--- src/rtl/control_sequencer.sv ---
// Hardwired control sequencer: steps fetch/decode/execute (T0..T5) for
// register-register ALU ops, NOP and HALT, and emits the datapath strobes.
module control_sequencer #(
  parameter int REG_COUNT = 16,
  parameter int ICOUNT_W  = 16
) (
  input  logic                 clock,
  input  logic                 clear,
  input  logic                 run,
  input  logic [31:0]          ir,
  output logic                 pc_out,
  output logic                 inc_pc,
  output logic                 mar_in,
  output logic                 z_in,
  output logic                 zlow_out,
  output logic                 pc_in,
  output logic                 read,
  output logic                 mdr_in,
  output logic                 mdr_out,
  output logic                 ir_in,
  output logic                 y_in,
  output logic [REG_COUNT-1:0] r_out,
  output logic [REG_COUNT-1:0] r_in,
  output logic [3:0]           alu_op,
  output logic                 instr_done,
  output logic                 halted,
  output logic                 illegal,
  output logic [2:0]           t_state,
  output logic [ICOUNT_W-1:0]  icount
);

  // state  | meaning
  // S_IDLE | waiting for run before fetching
  // S_T0   | PC -> MAR, Z <= PC+1
  // S_T1   | Z -> PC, memory read into MDR
  // S_T2   | MDR -> IR
  // S_T3   | decode; binary ops load Y, NOP/HALT/illegal retire here
  // S_T4   | ALU operation into Z
  // S_T5   | Z -> destination register, retire
  // S_HALT | sticky halt until clear
  typedef enum logic [2:0] {
    S_T0   = 3'd0,
    S_T1   = 3'd1,
    S_T2   = 3'd2,
    S_T3   = 3'd3,
    S_T4   = 3'd4,
    S_T5   = 3'd5,
    S_HALT = 3'd6,
    S_IDLE = 3'd7
  } state_t;

  state_t               r_state;
  state_t               w_state_nxt;
  logic [ICOUNT_W-1:0]  r_icount;

  logic [4:0]           w_opcode;
  logic [3:0]           w_ra, w_rb, w_rc;
  logic                 w_binary, w_unary, w_halt, w_nop;
  logic [3:0]           w_alu_code;
  logic                 w_unused;

  assign w_opcode = ir[31:27];
  assign w_ra     = ir[26:23];
  assign w_rb     = ir[22:19];
  assign w_rc     = ir[18:15];
  assign w_unused = ^ir[14:0];

  function automatic logic [REG_COUNT-1:0] onehot(input logic [3:0] idx);
    logic [REG_COUNT-1:0] v;
    v = '0;
    for (int i = 0; i < REG_COUNT; i++)
      if (int'(idx) == i) v[i] = 1'b1;
    return v;
  endfunction

  always_comb begin
    w_binary   = 1'b0;
    w_unary    = 1'b0;
    w_halt     = 1'b0;
    w_nop      = 1'b0;
    w_alu_code = 4'd0;
    case (w_opcode)
      5'b00011: begin w_binary = 1'b1; w_alu_code = 4'd1; end
      5'b00100: begin w_binary = 1'b1; w_alu_code = 4'd2; end
      5'b00101: begin w_binary = 1'b1; w_alu_code = 4'd3; end
      5'b00110: begin w_binary = 1'b1; w_alu_code = 4'd4; end
      5'b00111: begin w_unary  = 1'b1; w_alu_code = 4'd5; end
      5'b01000: begin w_unary  = 1'b1; w_alu_code = 4'd6; end
      5'b11010: w_nop  = 1'b1;
      5'b11011: w_halt = 1'b1;
      default:  ;
    endcase
  end

  always_comb begin
    w_state_nxt = r_state;
    pc_out      = 1'b0;
    inc_pc      = 1'b0;
    mar_in      = 1'b0;
    z_in        = 1'b0;
    zlow_out    = 1'b0;
    pc_in       = 1'b0;
    read        = 1'b0;
    mdr_in      = 1'b0;
    mdr_out     = 1'b0;
    ir_in       = 1'b0;
    y_in        = 1'b0;
    r_out       = '0;
    r_in        = '0;
    alu_op      = 4'd0;
    instr_done  = 1'b0;
    illegal     = 1'b0;
    case (r_state)
      S_IDLE: if (run) w_state_nxt = S_T0;
      S_T0: begin
        pc_out = 1'b1; mar_in = 1'b1; inc_pc = 1'b1; z_in = 1'b1;
        w_state_nxt = S_T1;
      end
      S_T1: begin
        zlow_out = 1'b1; pc_in = 1'b1; read = 1'b1; mdr_in = 1'b1;
        w_state_nxt = S_T2;
      end
      S_T2: begin
        mdr_out = 1'b1; ir_in = 1'b1;
        w_state_nxt = S_T3;
      end
      S_T3: begin
        if (w_binary) begin
          r_out = onehot(w_rb); y_in = 1'b1;
          w_state_nxt = S_T4;
        end else if (w_unary) begin
          w_state_nxt = S_T4;
        end else if (w_halt) begin
          instr_done  = 1'b1;
          w_state_nxt = S_HALT;
        end else begin
          // undefined opcodes retire like NOP, flagged by illegal
          instr_done  = 1'b1;
          illegal     = ~w_nop;
          w_state_nxt = run ? S_T0 : S_IDLE;
        end
      end
      S_T4: begin
        r_out  = w_unary ? onehot(w_rb) : onehot(w_rc);
        alu_op = w_alu_code;
        z_in   = 1'b1;
        w_state_nxt = S_T5;
      end
      S_T5: begin
        zlow_out = 1'b1; r_in = onehot(w_ra); instr_done = 1'b1;
        w_state_nxt = run ? S_T0 : S_IDLE;
      end
      S_HALT: w_state_nxt = S_HALT;
      default: w_state_nxt = S_IDLE;
    endcase
  end

  always_ff @(posedge clock) begin
    if (clear) begin
      r_state  <= S_IDLE;
      r_icount <= '0;
    end else begin
      r_state  <= w_state_nxt;
      if (instr_done) r_icount <= r_icount + 1'b1;
    end
  end

  assign halted  = (r_state == S_HALT);
  assign t_state = (r_state == S_HALT) ? 3'd7 : r_state;
  assign icount  = r_icount;

endmodule
--- config.mk ---
export PLATFORM = sky130hd
export DESIGN_NAME = control_sequencer
export DESIGN_NICKNAME = d
export VERILOG_FILES = /design/src/rtl/control_sequencer.sv
export SDC_FILE = /design/constraint.sdc
export NUM_CORES = 1
export LEC_CHECK = 0
export CORE_ASPECT_RATIO = 0.7
export CORE_MARGIN = 3
export CORE_UTILIZATION = 42
export DETAILED_ROUTE_END_ITERATION = 8
export PLACE_DENSITY = 0.87
export SLEW_MARGIN = 20
export SYNTH_ARGS = -nofsm -noshare
export SYNTH_HDL_FRONTEND = slang
export SYNTH_SLANG_ARGS = --single-unit
--- constraint.sdc ---
create_clock -name clock -period 2.65 [get_ports clock]
set_input_delay 0.265 -clock clock [delete_from_list [all_inputs] [get_ports clock]]
set_output_delay 0.265 -clock clock [all_outputs]
set_load 0.01 [all_outputs]
Yosys cells after proc, flatten, opt, wreduce, memory -nomap -nowiden
Cells that the tools add are included.
- add/sub/neg operators: 1
- equality and inequality tests: 61
- mux-type cells: 79
- bitwise operators: 1
- reductions and logical operators: 8
- operator list (cell ; count):
    $eq 4x4->1 const B ; 24
    $mux 1 ; 65
    $eq 4x3->1 const B ; 12
    $mux 16 ; 3
    $pmux 16 s2 ; 1
    $eq 4x2->1 const B ; 6
    $pmux 3 s8 ; 1
    $eq 5x3->1 const B ; 4
    $mux 3 ; 6
    $pmux 3 s6 ; 1
    $add 16x1->16 const B ; 1
    $eq 3x3->1 const B ; 4
    $eq 4x1->1 const B ; 3
    $logic_not 4->1 ; 3
    $eq 5x5->1 const B ; 2
    $eq 3x2->1 const B ; 2
    $reduce_or 2->1 ; 3
    $eq 5x2->1 const B ; 1
    $eq 5x4->1 const B ; 1
    $mux 4 ; 1
    $reduce_or 4->1 ; 1
    $eq 3x1->1 const B ; 1
    $logic_not 3->1 ; 1
    $ne 2x2->1 const B ; 1
    2 further kinds ; 2
- register bits after elaboration: 19
- output and inout bits: 69
- word-level logic and storage cells: 152

Depth between registers and ports, before layout
- depth in word-level cells: 7
- mapped depth: 6
- gate-level depth less buffers: 4

Worst setup path before layout
No wires, ideal clock.
- path kind: input -> output
- start point: input ir[29]
- end point: output r_out[13]
- arrival time: 1.768 ns
- setup slack: 0.617 ns
- cell stages on the path: 5
- path through: buf_2 -> or4b_4 -> a21o_1 -> o32a_2 -> o32ai_1
- longest elaborated chain between the ends: 5
- ends and longest elaborated chain (element ; line ; text):
    from (decl) ; 10 ; input logic [31:0] ir,
    $eq 5x3->1, or another cell as far along ; 82 ; case (w_opcode)
    $reduce_or 4->1 (no source line) / $reduce_or 2->1 (equally long branches) ; -- ;
    $mux 1 ; 82 ;
    $mux 16 (on tied branches) ; 128, 144 ;
    $pmux 16 s2 * ; 113 ; case (r_state)
    to (decl) ; 22 ; output logic [REG_COUNT-1:0] r_out,
Every way passes the cells marked *; elsewhere a longest branch is shown, timed or not.

Final worst setup path
- start point: input ir[27]
- end point: output r_out[14]
The elaborated chain is that of the path after synthesis.

==> out/metrics.cfg <==
[clock_tree]
cts_buffers=3
clockBufferDepth=2
cts_tree=built
cts.clk_slew.worst_paths_ns=0.08
cts_hold_buffers=0
htreeDepth=1
cts_sinks=19
clk_latency_ns=0.26
ctsRootBufferMaster=clkbuf_8

[worst_setup_path]
path_class=in -> out
start_kind=input pin
worstPathArrival_ns=2.28
crit_fanout=7
rrSetupSlack_ns=0.46
critical_path_required_ns=2.38
endpoint_kind=output pin

[placement]
dp_cells=389
finalWeightedCongestion=0.879
place_hpwl_um=4590
place_area_um2=2750
port_buffers=87
pre_cts_slack_ns=-0.172

[synth]
synth_top_area_share_pct=20.9
postSynthAreaPerCell_um2=7.08
syn_area_um2=1820
synth_edf_count=0
synth_common_cells=37 x nor2_1, 22 x nand2_1, 21 x nor2b_1
synthCells=257
async_reset_ff_share_pct=0
synth.distinct_cells=47
syn-num-nets=293
yosys.cell_count.top_type=nor2_1
synth_area_leaders=dfxtp_1 21%, mux2_2 8.0%, nor2_1 7.6%
synthFlopType=dfxtp_1
synth_warnings=0
synth_top_cell_by_area=dfxtp_1
ys_ff_latch=19
ys_seq_area_share_pct=20.9

[sta]
setup_tns_ns=0
post-route-min-period_ns=2.54
finalSetupViolations=0
max_freq_ghz=0.393
rsz0062_at_grt=false
skew_ns=0.00575
whs_ns=0.571
setup_slack_ns=0.107
hold_violations=0
slew_violations=0
min_period_over_period_pct=96.0

[layout]
multi_input_area_um2=1310
post-route-util_pct=69.1
seqCellArea_um2=380
final_cells=393
syn_to_final_growth_pct=53.5
stdcell_area_um2=2790
n_antenna_cell=0
nFillCells=336
nNetsFinal=378
drive_gt1_share_pct=13.2

[route]
wirelength_um=5980
drtIter0Drc=156
ant_nets=0
route.detailed.drc=0
via_per_inst=5.74
wire_per_inst_um=15.2
firstDrtPassIters=4
vias=2255

[power]
p_per_area_nw_per_um2=279
p_leak_nw=1.08
peakVddDrop_mv=0.283
finalPower_uw=778

[floorplanning]
die_h_um=61.1
start_util_pct=45.0
rows=19
die_area_um2=5170
die_x_um=84.7
coreArea_um2=4040
ios=104

[outcome]
run_status=finished clean

[global_route]
grt_pass1_vias=1914
grt_max_degree=35
antenna_found_initial=0
grt_usage_pct=21.9
overflow=0
grt_pass1_wl_um=9300

[min_path]
hp-class=reg -> reg

[job]
max_cap_viol_count=0

## flip-flops by register name (all words and copies together), names as in the netlist
register and cells:
r_state 3, icount 16
## layer usage
metal	GRT usage (%)	up-vias	wire, µm	part of all wire [%]
met2	36.9	112	2730	46
met5	0	-	0	0
met3	4.28	8	477	8.0
met1	30.5	1043	2710	45
li1	-	1092	-	-
met4	2.48	0	55	0.92
## repair_timing
action / 4_1_cts / 5_1_grt
buffers inserted: 0 / 0
gates cloned: 0 / 0
pin swaps: 0 / 0
setup endpoints to repair: 13 / 4
gates resized for setup: 13 / 4
## cells in the final DEF, fill, tap and decap left out, types with 8 or more instances in the layout
cell type         n
a21oi_1           8
nand2_1          22
nand3_1          13
clkdlybuf4s50_1  71
nor2b_1          21
a211oi_1         13
mux2_2           13
nand2b_1         14
o22ai_1          14
nor2_1           37
nor3_1           12
dlygate4sd2_1    13
buf_4            17
dfxtp_1          19
## critical path, stage by stage
cell and delay [ns]:
clkdlybuf4s50_1 0.43, or4b_4 0.55, a21o_1 0.19, o32a_2 0.25, o32ai_1 0.28, dlygate4sd2_1 0.30
## worst paths after layout
check | start | end | cells after the start
worst max-delay path | ir[27] | r_out[14] | 6
worst min-delay path | icount[1]$_SDFFE_PP0P_ | icount[1]$_SDFFE_PP0P_ | 2
worst min register to register | icount[1]$_SDFFE_PP0P_ | icount[1]$_SDFFE_PP0P_ | 2
worst max register to register | r_state[2]$_SDFFE_PP1P_ | icount[14]$_SDFFE_PP0P_ | 7
## cell families after synthesis
logic type,after synthesis,synth area share [%]
buf+inv,25,7.63
simple gates,142,41.0
other cells,1,0.206
fa+ha+maj,1,0.687
mux,14,8.66
compound gates,54,20.4
flops,19,20.9
xor+xnor,1,0.481
## cell type report
| class | count | area share [%] |
|---|---|---|
| multi-input combinational | 213 | 46.8 |
| timing repair buffer | 104 | 35.4 |
| sequential | 19 | 13.6 |
| tap | 52 | 2.33 |
| clock buffer | 3 | 1.48 |
| clock inverter | 1 | 0.179 |
| inverter | 1 | 0.134 |
## report_power, final
| part | internal (mW) | switching, mW |
|---|---|---|
| combinational | 0.128 | 0.143 |
| sequential | 0.294 | 0.00916 |
| clock | 0.105 | 0.0995 |
| total | 0.527 | 0.251 |
Power figures use the tool's default switching activity.
